==> config.mk <==
export PLATFORM = sky130hd
export DESIGN_NAME = ram_rw_sequencer
export DESIGN_NICKNAME = d
export VERILOG_FILES = /design/src/rtl/ram_rw_sequencer.sv
export SDC_FILE = /design/constraint.sdc
export NUM_CORES = 1
export LEC_CHECK = 0
export CAP_MARGIN = 20
export CORE_ASPECT_RATIO = 1.5
export CORE_UTILIZATION = 50
export DETAILED_ROUTE_END_ITERATION = 7
export PLACE_DENSITY_LB_ADDON = 0.25
export SLEW_MARGIN = 20
export SYNTH_ARGS = -nofsm -noshare
export SYNTH_HDL_FRONTEND = slang
export SYNTH_SLANG_ARGS = --single-unit
export TNS_END_PERCENT = 100
==> constraint.sdc <==
create_clock -name clk -period 7.3 [get_ports clk]
set_input_delay 1.825 -clock clk [delete_from_list [all_inputs] [get_ports clk]]
set_output_delay 1.825 -clock clk [all_outputs]
set_load 0.02 [all_outputs]
==> src/rtl/ram_rw_sequencer.sv <==
// ram_rw_sequencer: self-test initiator for a single-port synchronous RAM.
//
// Runs a full-address write pass with a seeded pattern (pattern(a) = a ^ SEED).
// It then runs a full read-back pass and compares each returned word on chip.
// When the sequence ends it reports done, pass, a saturating error count and
// the first failing address.
//
// Optional build macro RW_INVERT_PASS_EN adds a second write/read pass that
// uses the inverted pattern. Errors accumulate across both passes.
//
// Ports:
//   clk            rising-edge clock
//   async_rst      asynchronous active-low reset
//   start          single-cycle run request; only sampled in IDLE or DONE
//   addr/data/we/clken  RAM request (all registered)
//   qout           RAM read data, valid READ_LATENCY cycles after a read issue
//   busy           high from the first access until DONE is entered
//   done, pass     completion status; pass valid while done=1
//   err_count      mismatch count, saturates at all-ones
//   first_err_addr address of the first mismatch of a run (0 if none)
module ram_rw_sequencer #(
  parameter int unsigned ADDR_WIDTH    = 8,
  parameter int unsigned DATA_WIDTH    = 8,
  parameter int unsigned READ_LATENCY  = 1,
  parameter logic [DATA_WIDTH-1:0] SEED = DATA_WIDTH'(8'h5A),
  parameter int unsigned ERR_CNT_WIDTH = 16
) (
  input  logic                     clk,
  input  logic                     async_rst,
  input  logic                     start,
  output logic [ADDR_WIDTH-1:0]    addr,
  output logic [DATA_WIDTH-1:0]    data,
  output logic                     we,
  output logic                     clken,
  input  logic [DATA_WIDTH-1:0]    qout,
  output logic                     busy,
  output logic                     done,
  output logic                     pass,
  output logic [ERR_CNT_WIDTH-1:0] err_count,
  output logic [ADDR_WIDTH-1:0]    first_err_addr
);

  typedef enum logic [2:0] {
    StIdle,
    StWrite,
    StRead,
`ifdef RW_INVERT_PASS_EN
    StWrite2,
    StRead2,
`endif
    StDrain,
    StDone
  } state_e;

  localparam logic [ADDR_WIDTH-1:0] AddrMax = {ADDR_WIDTH{1'b1}};
  localparam logic [ERR_CNT_WIDTH-1:0] ErrMax = {ERR_CNT_WIDTH{1'b1}};
  localparam logic [2:0] DrainLast = 3'(READ_LATENCY - 1);

  function automatic logic [DATA_WIDTH-1:0] pattern(input logic [ADDR_WIDTH-1:0] a);
    return DATA_WIDTH'(a) ^ SEED;
  endfunction

  state_e                   state_q, state_d;
  logic [ADDR_WIDTH-1:0]    addr_q, addr_d;
  logic [DATA_WIDTH-1:0]    data_q, data_d;
  logic                     we_q, we_d;
  logic                     clken_q, clken_d;
  logic                     busy_q, busy_d;
  logic                     done_q, done_d;
  logic                     pass_q, pass_d;
  logic [ERR_CNT_WIDTH-1:0] err_q, err_d;
  logic [ADDR_WIDTH-1:0]    ferr_q, ferr_d;
  logic [2:0]               drain_q, drain_d;

  // Compare pipeline. Stage 0 is loaded with the read currently on the RAM
  // port, so stage READ_LATENCY-1 lines up with its qout.
  logic                  pv_q [READ_LATENCY];
  logic [ADDR_WIDTH-1:0] pa_q [READ_LATENCY];
  logic [DATA_WIDTH-1:0] pd_q [READ_LATENCY];

  logic                  rd_inv;
  logic                  issue_rd;
  logic [DATA_WIDTH-1:0] issue_exp;

`ifdef RW_INVERT_PASS_EN
  assign rd_inv = (state_q == StRead2);
`else
  assign rd_inv = 1'b0;
`endif

  assign issue_rd  = clken_q & ~we_q;
  assign issue_exp = rd_inv ? ~pattern(addr_q) : pattern(addr_q);

  always_comb begin
    state_d = state_q;
    addr_d  = addr_q;
    data_d  = data_q;
    we_d    = we_q;
    clken_d = clken_q;
    busy_d  = busy_q;
    done_d  = done_q;
    pass_d  = pass_q;
    err_d   = err_q;
    ferr_d  = ferr_q;
    drain_d = drain_q;

    // Matured read: err_q==0 marks the first mismatch because the counter
    // only increases within a run.
    if (pv_q[READ_LATENCY-1] && (qout != pd_q[READ_LATENCY-1])) begin
      if (err_q != ErrMax) err_d = err_q + ERR_CNT_WIDTH'(1);
      if (err_q == '0)     ferr_d = pa_q[READ_LATENCY-1];
    end

    case (state_q)
      StIdle, StDone: begin
        if (start) begin
          state_d = StWrite;
          addr_d  = '0;
          data_d  = pattern('0);
          we_d    = 1'b1;
          clken_d = 1'b1;
          busy_d  = 1'b1;
          done_d  = 1'b0;
          pass_d  = 1'b0;
          err_d   = '0;
          ferr_d  = '0;
        end
      end
      StWrite: begin
        if (addr_q == AddrMax) begin
          state_d = StRead;
          addr_d  = '0;
          data_d  = '0;
          we_d    = 1'b0;
        end else begin
          addr_d = addr_q + ADDR_WIDTH'(1);
          data_d = pattern(addr_q + ADDR_WIDTH'(1));
        end
      end
      StRead: begin
        if (addr_q == AddrMax) begin
`ifdef RW_INVERT_PASS_EN
          // No drain here: pass-1 reads retire while WRITE2 issues.
          state_d = StWrite2;
          addr_d  = '0;
          data_d  = ~pattern('0);
          we_d    = 1'b1;
`else
          state_d = StDrain;
          clken_d = 1'b0;
          drain_d = '0;
`endif
        end else begin
          addr_d = addr_q + ADDR_WIDTH'(1);
        end
      end
`ifdef RW_INVERT_PASS_EN
      StWrite2: begin
        if (addr_q == AddrMax) begin
          state_d = StRead2;
          addr_d  = '0;
          data_d  = '0;
          we_d    = 1'b0;
        end else begin
          addr_d = addr_q + ADDR_WIDTH'(1);
          data_d = ~pattern(addr_q + ADDR_WIDTH'(1));
        end
      end
      StRead2: begin
        if (addr_q == AddrMax) begin
          state_d = StDrain;
          clken_d = 1'b0;
          drain_d = '0;
        end else begin
          addr_d = addr_q + ADDR_WIDTH'(1);
        end
      end
`endif
      StDrain: begin
        if (drain_q == DrainLast) begin
          state_d = StDone;
          busy_d  = 1'b0;
          done_d  = 1'b1;
          // Uses err_d so the compare retiring on this edge is included.
          pass_d  = (err_d == '0);
        end else begin
          drain_d = drain_q + 3'd1;
        end
      end
      default: state_d = StIdle;
    endcase
  end

  always_ff @(posedge clk or negedge async_rst) begin
    if (!async_rst) begin
      state_q <= StIdle;
      addr_q  <= '0;
      data_q  <= '0;
      we_q    <= 1'b0;
      clken_q <= 1'b0;
      busy_q  <= 1'b0;
      done_q  <= 1'b0;
      pass_q  <= 1'b0;
      err_q   <= '0;
      ferr_q  <= '0;
      drain_q <= '0;
    end else begin
      state_q <= state_d;
      addr_q  <= addr_d;
      data_q  <= data_d;
      we_q    <= we_d;
      clken_q <= clken_d;
      busy_q  <= busy_d;
      done_q  <= done_d;
      pass_q  <= pass_d;
      err_q   <= err_d;
      ferr_q  <= ferr_d;
      drain_q <= drain_d;
    end
  end

  always_ff @(posedge clk or negedge async_rst) begin
    if (!async_rst) begin
      for (int i = 0; i < int'(READ_LATENCY); i++) begin
        pv_q[i] <= 1'b0;
        pa_q[i] <= '0;
        pd_q[i] <= '0;
      end
    end else begin
      pv_q[0] <= issue_rd;
      pa_q[0] <= addr_q;
      pd_q[0] <= issue_exp;
      for (int i = 1; i < int'(READ_LATENCY); i++) begin
        pv_q[i] <= pv_q[i-1];
        pa_q[i] <= pa_q[i-1];
        pd_q[i] <= pd_q[i-1];
      end
    end
  end

  assign addr           = addr_q;
  assign data           = data_q;
  assign we             = we_q;
  assign clken          = clken_q;
  assign busy           = busy_q;
  assign done           = done_q;
  assign pass           = pass_q;
  assign err_count      = err_q;
  assign first_err_addr = ferr_q;

endmodule
==> summary.md, run 1 <==
| Metric | Value |
|---|---|
| Category of the critical setup timing path | `input port to flip-flop` |
| Worst path top cell family by delay | `simple AND/OR/NAND/NOR gates` |
| Most numerous cell in the Yosys netlist | `dfrtp_1` |
| Cell Chain, Critical Path | `clkdlybuf4s50_1, xnor2_1, nand4_1, o21ai_2, or4b_2, mux2i_1, a2111o_1, o31ai_2` |
| Antenna violations before repair | `0` |
| Top area cells in the synthesized netlist | `dfrtp_1, xnor2_1, nor2_1` |
| Clock latency of the later-clocked register in the worst-skew pair | `340 ps` |
| Cell area after layout | `between 4000 and 5000 um^2` |
| Leading register cell type out of synthesis | `dfrtp_1` |
| Number of pins with negative max-slew slack in the final report | `0` |
| Clock sinks | `64` |
| Fin worst setup slack | `roughly 3500 ps` |
| Final global-route overflow total | `0` |
| Via Count | `2545` |
| Category of the worst setup path capture point | `flip-flop` |
| Multi-input gate area | `1470 um^2` |
| Power per unit of standard cell area | `between 200 and 300 nW/um^2` |
| Number of iterations in the first detailed-routing pass | `4` |
| Largest area contributor in the netlist | `dfrtp_1` |
| NumNets Final | `389` |
| Sink of the worst hold path | `pv_q` |
| Horizontal die dimension | `67.5 um` |
| Period minus WS final | `between 3000 and 4000 ps` |
| Count of max-cap constraint violations | `0` |
| Worst path buffer plus inverter count | `1` |
| Most frequent cells after synthesis | `dfrtp_1, nor2_1, nand2_1` |
| Data arrival time of the worst path | `just over 4000 ps` |
| DRC marker count from the first detailed-route iteration | `138` |
| Status | `finished, final reports clean` |
| Mapped Cells | `approximately 320` |
| Final Skew | `8.54 ps` |
| Leakage | `around 1.8 nW` |
| Reg2reg path depth | `7` |
| Critical-path cell with the highest stage delay | `or4b_2` |
| Hold-fix buffer count after cts | `0` |
| Share of flip-flops with an asynchronous set or reset | `100%` |
| # setup viols final | `0` |
| Max-slew headroom | `between 40% and 50%` |
| Actual slew at the worst max-slew pin | `a little under 800 ps` |
| Cells resized by post-CTS repair | `0` |
| Wire length after detailed routing | `a little over 7 mm` |
| Portion of the clock cycle consumed by the worst path in the final layout | `52.7%` |
| Fmax | `approximately 0.26 GHz` |
| Min-Delay Path Depth | `1` |
| Fill cell instance count of the final layout | `511` |
| Peak supply drop | `~0.25 mV` |
| Number of synthesized flops with an enable pin | `0` |
| Setup repair after global routing missed its margin | `false` |
| Total global routing track utilization | `23.2%` |
| Final setup TNS | `0 ps` |
| Final Hold Viols | `0` |
| Levels on crit path | `8` |
| Placed standard-cell area | `~3800 um^2` |
| Summed instance area of the synthesized netlist | `around 3200 um^2` |
| Worst reg-to-reg setup slack | `~4600 ps` |
| Path type of the worst min-delay path | `flip-flop to flip-flop` |
| Relative area change from synthesis to final layout | `25.2%` |
| Largest buffer count on any clock path | `2` |
| Clock-pin slew of the registers on the worst-case setup and hold paths | `70 ps` |
| CP startpoint kind | `input port` |
| CP peak stage delay | `around 730 ps` |
| Reg2Reg Capture Point | `pass` |
| Routed via count divided by cell count | `between 5 and 6` |
| Antenna diode count | `0` |
| Post-Synthesis Mean Instance Area | `10.0 um^2` |
| Share of layout cells above drive strength 1 | `about 9%` |
| Net count after synthesis | `337` |
| Critical path required time | `roughly 7600 ps` |
| DIE HEIGHT | `100 um` |
| Setup Fix Bufs, Post-CTS | `0` |
| First-pass GRT wire length | `11.6 mm` |
| Die area | `between 6000 and 7000 um^2` |
| Initial standard-cell utilization of the core | `a little over half` |
| TritonCTS clock tree | `done` |
| Antenna Violating Nets Remaining | `0` |
| PortBufs | `55` |
| Post-synth top area share | `49.8%` |
| Yosys cell types | `56` |
| Maximum number of pins on one net before global-route repair | `65` |
| Largest fanout on the critical path | `5` |
| Warning count from the yosys run | `0` |
| Number of top-level pins | `between 50 and 60` |
| Detailed placer's ending HPWL | `roughly 5 mm` |
| Final estimated routing congestion in global placement | `0.912` |
| Worst setup slack after placement | `approximately 3100 ps` |
| Buffer cell driving the clock tree root | `clkbuf_8` |
| Number of buffers created by CTS | `9` |
| Maximum level of the CTS H-tree | `3` |
| #FFs+latches synth | `64` |
| Area of all sequential standard cells | `approximately 1600 um^2` |
| Core Rows | `35` |
| Via count of the first global-routing pass | `roughly 2500` |
| Worst hold path startpoint | `we` |
| DRC Markers | `0` |
| Share of the yosys chip area belonging to registers | `between 40% and 50%` |
| Wire length per cell | `around 16 um` |
| Worst r2r src | `err_count[3]` |
| CORE AREA | `6170 um^2` |
## sequential cells by signal (all words and copies together), names as in the netlist
signal and cells:
clken 1, addr 8, data 8, pv_q 1, pa_q 5, drain_q 3
done 1, first_err_addr 8, busy 1, err_count 16, state_q 3, pd_q 7
pass 1, we 1
## report_power, final
part	switching, W	internal [W]
logic	0.000139	0.000141
registers	0.0000728	0.000428
clock network	0.000146	0.000231
total	0.000358	0.000800
## cell families (layout without fill, tap and decap cells)
group,count (synthesis),in the layout,share of synthesized area [%]
mux,13,13,4.08
xor+xnor,29,29,7.90
simple gates,126,126,20.6
flops,64,64,49.8
buf+inv,30,87,4.47
compound gates,54,54,11.2
fa+ha+maj,5,5,1.94
## through the flow
| stage | instances | utilization, % | hold WS, ps | power (W) |
|---|---|---|---|---|
| 2_1_floorplan | 321 | - | 450 | 0.000665 |
| 6_report | 452 | 65.2 | 467 | 0.00116 |
| 3_5_place_dp | 436 | 61.1 | 454 | 0.000786 |
| 4_1_cts | 452 | 65.2 | 466 | 0.00117 |
| 5_1_grt | 452 | 65.2 | 487 | 0.00122 |
| 3_3_place_gp | 436 | 61.1 | 465 | 0.000781 |
## how the worst max path moves through the flow
| stage | slack (ps) | endpoint | start |
|---|---|---|---|
| floorplan | 3680 | pass | qout[6] |
| global placement | 3160 | pass | qout[6] |
| detailed placement | 3100 | pass | qout[4] |
| CTS | 3460 | pass | qout[4] |
| global route | 3370 | pass | qout[4] |
| finish | 3460 | pass | qout[4] |
## cells in the final DEF (no fill, tap or decap), drive strengths merged, types with 2 or more instances in the layout
cell | Yosys | layout
dfrtp | 64 | 64
clkdlybuf4s50 | 0 | 54
nor2 | 39 | 39
nand2 | 27 | 27
o21ai | 20 | 20
xnor2 | 19 | 19
inv | 15 | 17
nand3 | 15 | 15
mux2i | 12 | 12
and3 | 11 | 11
xor2 | 10 | 10
nor3 | 9 | 9
clkbuf | 8 | 9
a21oi | 8 | 8
nand4 | 6 | 6
o31ai | 6 | 6
ha | 5 | 5
and2 | 5 | 5
bufinv | 0 | 3
or3 | 3 | 3
o21a | 2 | 2
a211oi | 2 | 2
nor4b | 2 | 2
nor2b | 2 | 2
a22o | 2 | 2
a22oi | 2 | 2
a31oi | 2 | 2
clkinv | 0 | 2
nor4 | 2 | 2
buf | 7 | 2
## area by class of cell
class	count	share of cell area [%]
well taps	74	2.30
clock buffers	9	3.08
clock inverters	7	3.17
flip-flops and latches	64	39.8
inverters	15	1.40
multi-input cells	227	36.6
repair buffers	56	13.7
## routing by layer
layer	wire [um]	share of wire (%)	track usage (%)
met5	0	0	0
met2	3680	52	37.3
met4	178	2.5	11.6
met3	266	3.7	6.14
met1	2990	42	27.8
No activity file was read; power rests on OpenSTA's default activity.
==> inputs of run 2 (changes only) <==
==> constraint.sdc (replaced) <==
create_clock -name clk -period 3.7 [get_ports clk]
set_input_delay 0.925 -clock clk [delete_from_list [all_inputs] [get_ports clk]]
set_output_delay 0.925 -clock clk [all_outputs]
set_load 0.02 [all_outputs]
==> summary.md, run 2 (synthesis results as in run 1) <==
| Metric | Value |
|---|---|
| Number of iterations in the first detailed-routing pass | `4 (unchanged)` |
| Critical path required time | `3960 ps (-3600 ps)` |
| Flip-flop count of the largest register after layout | `16 (unchanged)` |
| Cells resized by post-CTS repair | `0 (unchanged)` |
| TritonCTS clock tree | `done` |
| Antenna diode count | `0 (unchanged)` |
| Via Count | `2525 (-0.79%)` |
| Status | `finished, final reports clean` |
| Setup repair after global routing missed its margin | `false` |
| DIE HEIGHT | `100 um (unchanged)` |
| Via count of the first global-routing pass | `2411 (-1.8%)` |
| Clock latency of the later-clocked register in the worst-skew pair | `350 ps (about the same)` |
| Maximum number of pins on one net before global-route repair | `41 (-37%)` |
| Actual slew at the worst max-slew pin | `859 ps (+72.7 ps)` |
| Data arrival time of the worst path | `3180 ps (-920 ps)` |
| Met2 wire length | `3.54 mm (-3.9%)` |
| Final estimated routing congestion in global placement | `0.968 (+6.2%)` |
| Worst hold margin | `477 ps (+10.0 ps)` |
| Portion of the clock cycle consumed by the worst path in the final layout | `approximately four fifths` |
| Top Layer Used | `met4` |
| Most frequent standard cell in the layout excluding fill and tap cells | `dfrtp_1` |
| CORE AREA | `6170 um^2 (unchanged)` |
| Clock-pin slew of the registers on the worst-case setup and hold paths | `70 ps (about the same)` |
| Detailed placer's ending HPWL | `5.21 mm (+3.8%)` |
| Relative area change from synthesis to final layout | `23.6%` |
| Path type of the worst min-delay path | `flip-flop to flip-flop` |
| Wire length after detailed routing | `7.10 mm (-0.24%)` |
| Total global routing track utilization | `23.6% (+0.39 points)` |
| Worst path buffer plus inverter count | `1 (unchanged)` |
| Clock sinks | `64 (unchanged)` |
| Routed metal-1 wirelength | `3.03 mm (+1.3%)` |
| Share of the core filled with cells | `64.4% (-0.83 points)` |
| PortBufs | `55 (unchanged)` |
| # setup viols final | `0 (unchanged)` |
| Count of max-cap constraint violations | `0 (unchanged)` |
| Horizontal die dimension | `67.5 um (unchanged)` |
| Period minus WS final | `between 2000 and 3000 ps` |
| Category of the worst setup path capture point | `flip-flop` |
| Power per unit of standard cell area | `532 nW/um^2 (+85%)` |
| Commonest cells after routing, fill and taps aside | `dfrtp_1, clkdlybuf4s50_1, nor2_1` |
| Fill cell instance count of the final layout | `516 (+0.98%)` |
| Share of layout cells above drive strength 1 | `8.95% (-0.047 points)` |
| Antenna violations before repair | `0 (unchanged)` |
| DRC marker count from the first detailed-route iteration | `98 (-29%)` |
| Routed via count divided by cell count | `5.56 (-1.2%)` |
| Met3 WL post-DR | `267 um (+0.38%)` |
| Worst path top cell family by delay | `simple AND/OR/NAND/NOR gates` |
| Peak supply drop | `0.431 mV (+71%)` |
| NumNets Final | `391 (+0.51%)` |
| DRC Markers | `0 (unchanged)` |
| CP startpoint kind | `input port` |
| Leakage | `1.80 nW (-0.94%)` |
| Hold-fix buffer count after cts | `0 (unchanged)` |
| Number of top-level pins | `56 (unchanged)` |
| Die area | `6760 um^2 (unchanged)` |
| Final Instance Count excl. Fillers | `454 (+0.44%)` |
| Fmax | `between 0.3 and 0.4 GHz` |
| Cell area after layout | `3980 um^2 (-1.3%)` |
| Setup Fix Bufs, Post-CTS | `0 (unchanged)` |
| Maximum level of the CTS H-tree | `3 (unchanged)` |
| Largest fanout on the critical path | `5 (unchanged)` |
| Largest buffer count on any clock path | `2 (unchanged)` |
| Number of pins with negative max-slew slack in the final report | `0 (unchanged)` |
| Initial standard-cell utilization of the core | `52.1% (unchanged)` |
| Final Skew | `9.72 ps (+1.18 ps)` |
| First-pass GRT wire length | `11.6 mm (about the same)` |
| Post-Place Cells | `438 (+0.46%)` |
| Buffer cell driving the clock tree root | `clkbuf_8` |
| Core Rows | `35 (unchanged)` |
| Final Hold Viols | `0 (unchanged)` |
| Category of the critical setup timing path | `input port to flip-flop` |
| Antenna Violating Nets Remaining | `0 (unchanged)` |
| Number of buffers created by CTS | `9 (unchanged)` |
| Final global-route overflow total | `0 (unchanged)` |
| Cell Chain, Critical Path | `clkdlybuf4s50_1, xnor2_1, nand4_1, o21ai_2, or4b_2, mux2i_1, a2111o_1, o31ai_2` |
| Max-slew headroom | `42.7% (-4.8 points)` |
| CP peak stage delay | `720 ps (about the same)` |
| Wire length per cell | `15.6 um (-0.68%)` |
| Placed standard-cell area | `3790 um^2 (+0.40%)` |
| Critical-path cell with the highest stage delay | `or4b_2` |
| Final setup TNS | `0 ps (unchanged)` |
==> run 2: cell count changes in the layout (fill, tap and decap cells not counted) <==
cell and delta:
buf_4 +2, clkinv_2 +4, clkinv_4 -2, inv_8 -1, and2_2 -1, bufinv_16 -2
and2_1 +1, clkbuf_1 +1
==> run 2: worst paths after layout <==
kind	from	endpoint	slack, ps	cells after the start
max in group asynchronous	async_rst	data[5]	2180	2
setup reg to reg	err_count[3]	pass	1030	7
min in group asynchronous	async_rst	err_count[7]	690	1
hold reg to reg	we	pv_q	480	1
hold / removal	we	pv_q	480	1
setup / recovery	qout[1]	pass	780	8
==> run 2: routing by layer <==
layer | vias to the layer above | GRT usage [%]
li1 | 1223 | -
met3 | 20 | 4.89
met2 | 67 | 37.1
met4 | 0 | 14.2
met5 | - | 0
met1 | 1215 | 28.9
==> run 2: stage by stage <==
step	setup WS [ps]	total power (W)
3_5_place_dp	417	0.00156
6_report	776	0.00212
2_1_floorplan	975	0.00131
5_1_grt	664	0.00225
3_3_place_gp	462	0.00154
4_1_cts	774	0.00214
==> run 2: area by class of cell <==
type / count / area [um^2] / share of cell area (%)
sequential: 64 / 1600 / 40.3
tap: 74 / 92.6 / 2.33
clock buffer: 10 / 128 / 3.21
inverter: 15 / 56.3 / 1.42
multi-input combinational: 227 / 1470 / 37.0
timing repair buffer: 58 / 568 / 14.3
clock inverter: 6 / 58.8 / 1.48
==> run 2: where the power goes <==
group	internal, W	switching, W	total (W)
combinational	0.000278	0.000272	0.000551
clock	0.000309	0.000270	0.000579
sequential	0.000844	0.000143	0.000987
total	0.00143	0.000685	0.00212
==> inputs of run 3 (changes only) <==
==> constraint.sdc (replaced) <==
create_clock -name clk -period 2.9 [get_ports clk]
set_input_delay 0.725 -clock clk [delete_from_list [all_inputs] [get_ports clk]]
set_output_delay 0.725 -clock clk [all_outputs]
set_load 0.02 [all_outputs]
==> summary.md, run 3 (synthesis results as in run 1) <==
| Metric | Value |
|---|---|
| PortBufs | `55 (unchanged)` |
| Portion of the clock cycle consumed by the worst path in the final layout | `approximately nine tenths` |
| Met1 usage | `30.7% (+1.8 points)` |
| Antenna violations before repair | `0 (unchanged)` |
| Most frequent standard cell in the layout excluding fill and tap cells | `dfrtp_1` |
| Worst path buffer plus inverter count | `1 (unchanged)` |
| Levels on crit path | `8 (unchanged)` |
| First-pass GRT wire length | `12.1 mm (+4.1%)` |
| Final setup TNS | `0 ps (unchanged)` |
| Final global-route overflow total | `0 (unchanged)` |
| Clock latency of the later-clocked register in the worst-skew pair | `350 ps (about the same)` |
| CP peak stage delay | `700 ps (-20 ps)` |
| Total global routing track utilization | `24.1% (+0.50 points)` |
| Worst path top cell family by delay | `simple AND/OR/NAND/NOR gates` |
| NumNets Final | `408 (+4.3%)` |
| Largest buffer count on any clock path | `2 (unchanged)` |
| Antenna diode count | `0 (unchanged)` |
| Reg2reg path depth | `8 (+1)` |
| CP startpoint kind | `input port` |
| Maximum number of pins on one net before global-route repair | `34 (-17%)` |
| Share of the core filled with cells | `66.6% (+2.2 points)` |
| Power per unit of standard cell area | `655 nW/um^2 (+23%)` |
| Number of iterations in the first detailed-routing pass | `4 (unchanged)` |
| Die area | `6760 um^2 (unchanged)` |
| Routed via count divided by cell count | `5.48 (-1.5%)` |
| # setup viols final | `0 (unchanged)` |
| Horizontal die dimension | `67.5 um (unchanged)` |
| Wire length per cell | `15.1 um (-3.1%)` |
| Actual slew at the worst max-slew pin | `751 ps (-108 ps)` |
| Period minus WS final | `2610 ps` |
| Relative area change from synthesis to final layout | `27.8%` |
| TritonCTS clock tree | `done` |
| Status | `finished, final reports clean` |
| Setup repair after global routing missed its margin | `false` |
| Category of the worst setup path capture point | `flip-flop` |
| Flip-flop count of the largest register after layout | `16 (unchanged)` |
| Detailed placer's ending HPWL | `5.23 mm (+0.39%)` |
| Global-route track usage on met3 | `3.75% (-1.1 points)` |
| Number of top-level pins | `56 (unchanged)` |
| Buffer cell driving the clock tree root | `clkbuf_8` |
| Met2 Resource Use GR | `37.8% (+0.69 points)` |
| Hold-fix buffer count after cts | `0 (unchanged)` |
| Final estimated routing congestion in global placement | `0.915 (-5.4%)` |
| Antenna Violating Nets Remaining | `0 (unchanged)` |
| Clock sinks | `64 (unchanged)` |
| Final Skew | `5.67 ps (-4.05 ps)` |
| Maximum level of the CTS H-tree | `3 (unchanged)` |
| Clock-pin slew of the registers on the worst-case setup and hold paths | `70 ps (about the same)` |
| Cells resized by post-CTS repair | `0 (unchanged)` |
| Peak supply drop | `0.538 mV (+25%)` |
| Number of pins with negative max-slew slack in the final report | `0 (unchanged)` |
| Initial standard-cell utilization of the core | `52.1% (unchanged)` |
| Cell Chain, Critical Path | `clkdlybuf4s50_1, xnor2_1, nand4_1, o21ai_2, or4b_2, mux2i_1, a2111o_1, o31ai_2` |
| DRC marker count from the first detailed-route iteration | `107 (+9.2%)` |
| DIE HEIGHT | `100 um (unchanged)` |
| Critical-path cell with the highest stage delay | `or4b_2` |
| Global routing's busiest layer | `met2` |
| Leakage | `1.87 nW (+3.9%)` |
| DRC Markers | `0 (unchanged)` |
| Core Rows | `35 (unchanged)` |
| Path type of the worst min-delay path | `input port to async pin` |
| Via count of the first global-routing pass | `2522 (+4.6%)` |
| Via Count | `2580 (+2.2%)` |
| Largest fanout on the critical path | `2 (-3)` |
| Share of layout cells above drive strength 1 | `13.1% (+4.2 points)` |
| CORE AREA | `6170 um^2 (unchanged)` |
| Commonest cells after routing, fill and taps aside | `dfrtp_1, clkdlybuf4s50_1, nor2_1` |
| Max-slew headroom | `49.9% (+7.2 points)` |
| Number of buffers created by CTS | `9 (unchanged)` |
| Final Hold Viols | `0 (unchanged)` |
| Wire length after detailed routing | `7.13 mm (+0.52%)` |
| Fmax | `about 0.38 GHz` |
| Data arrival time of the worst path | `2880 ps (-300 ps)` |
| Category of the critical setup timing path | `input port to flip-flop` |
| Critical path required time | `3170 ps (-790 ps)` |
| Count of max-cap constraint violations | `0 (unchanged)` |
| Setup Fix Bufs, Post-CTS | `0 (unchanged)` |
## run 3: cell types whose count changed in the layout (fill, tap and decap cells not counted), sizes merged
cell      delta
bufinv       -1
clkinv       -1
clkinvlp     +3
inv          -1
buf         +17
## run 3: power by group
| group | total [W] | switching, W | internal, W |
|---|---|---|---|
| registers | 0.00125 | 0.000174 | 0.00108 |
| logic | 0.000740 | 0.000362 | 0.000378 |
| clock network | 0.000703 | 0.000369 | 0.000334 |
| total | 0.00269 | 0.000905 | 0.00179 |
## run 3: final timing paths
path                              start            to  slack, ps
max reg2reg                err_count[0]          pass        340
min in group clk                     we          pv_q        470
min                           async_rst  err_count[3]        440
max                             qout[4]          pass        290
max in group asynchronous     async_rst       pd_q[3]       1840
min reg2reg                          we          pv_q        470
## run 3: routing by layer
metal	up-vias	wire (um)	part of all wire, %
met3	20	236	3.3
met2	71	3580	50
met5	-	0	0
met4	0	247	3.5
li1	1256	-	-
met1	1233	3070	43
## run 3: worst reg2reg max path, stage by stage (launching register included)
cell and delay (ps):
dfrtp_1 470, ha_1 300, nand2_4 130, nor4_4 70
and2_4 160, or4b_2 660, mux2i_1 150, a2111o_1 360
o31ai_2 170
## run 3: layout make-up
type,instances,area [um^2]
clock inverter,6,45.0
inverter,15,56.3
multi-input combinational,227,1470
sequential,64,1600
tap,74,92.6
timing repair buffer,75,708
fill,497,2060
clock buffer,10,138
## run 3: metrics by stage
stage / worst slack [ps] / hold slack (ps) / power [W] / std cells / instance area (um^2)
after detailed placement: -76.6 / 470 / 0.00201 / 455 / 3930
after global routing: 196 / 500 / 0.00284 / 471 / 4110
after global placement: -54.3 / 468 / 0.00200 / 455 / 3930
after CTS: 294 / 457 / 0.00271 / 471 / 4110
after floorplan: 375 / 429 / 0.00167 / 321 / 3220
final: 289 / 436 / 0.00269 / 471 / 4110
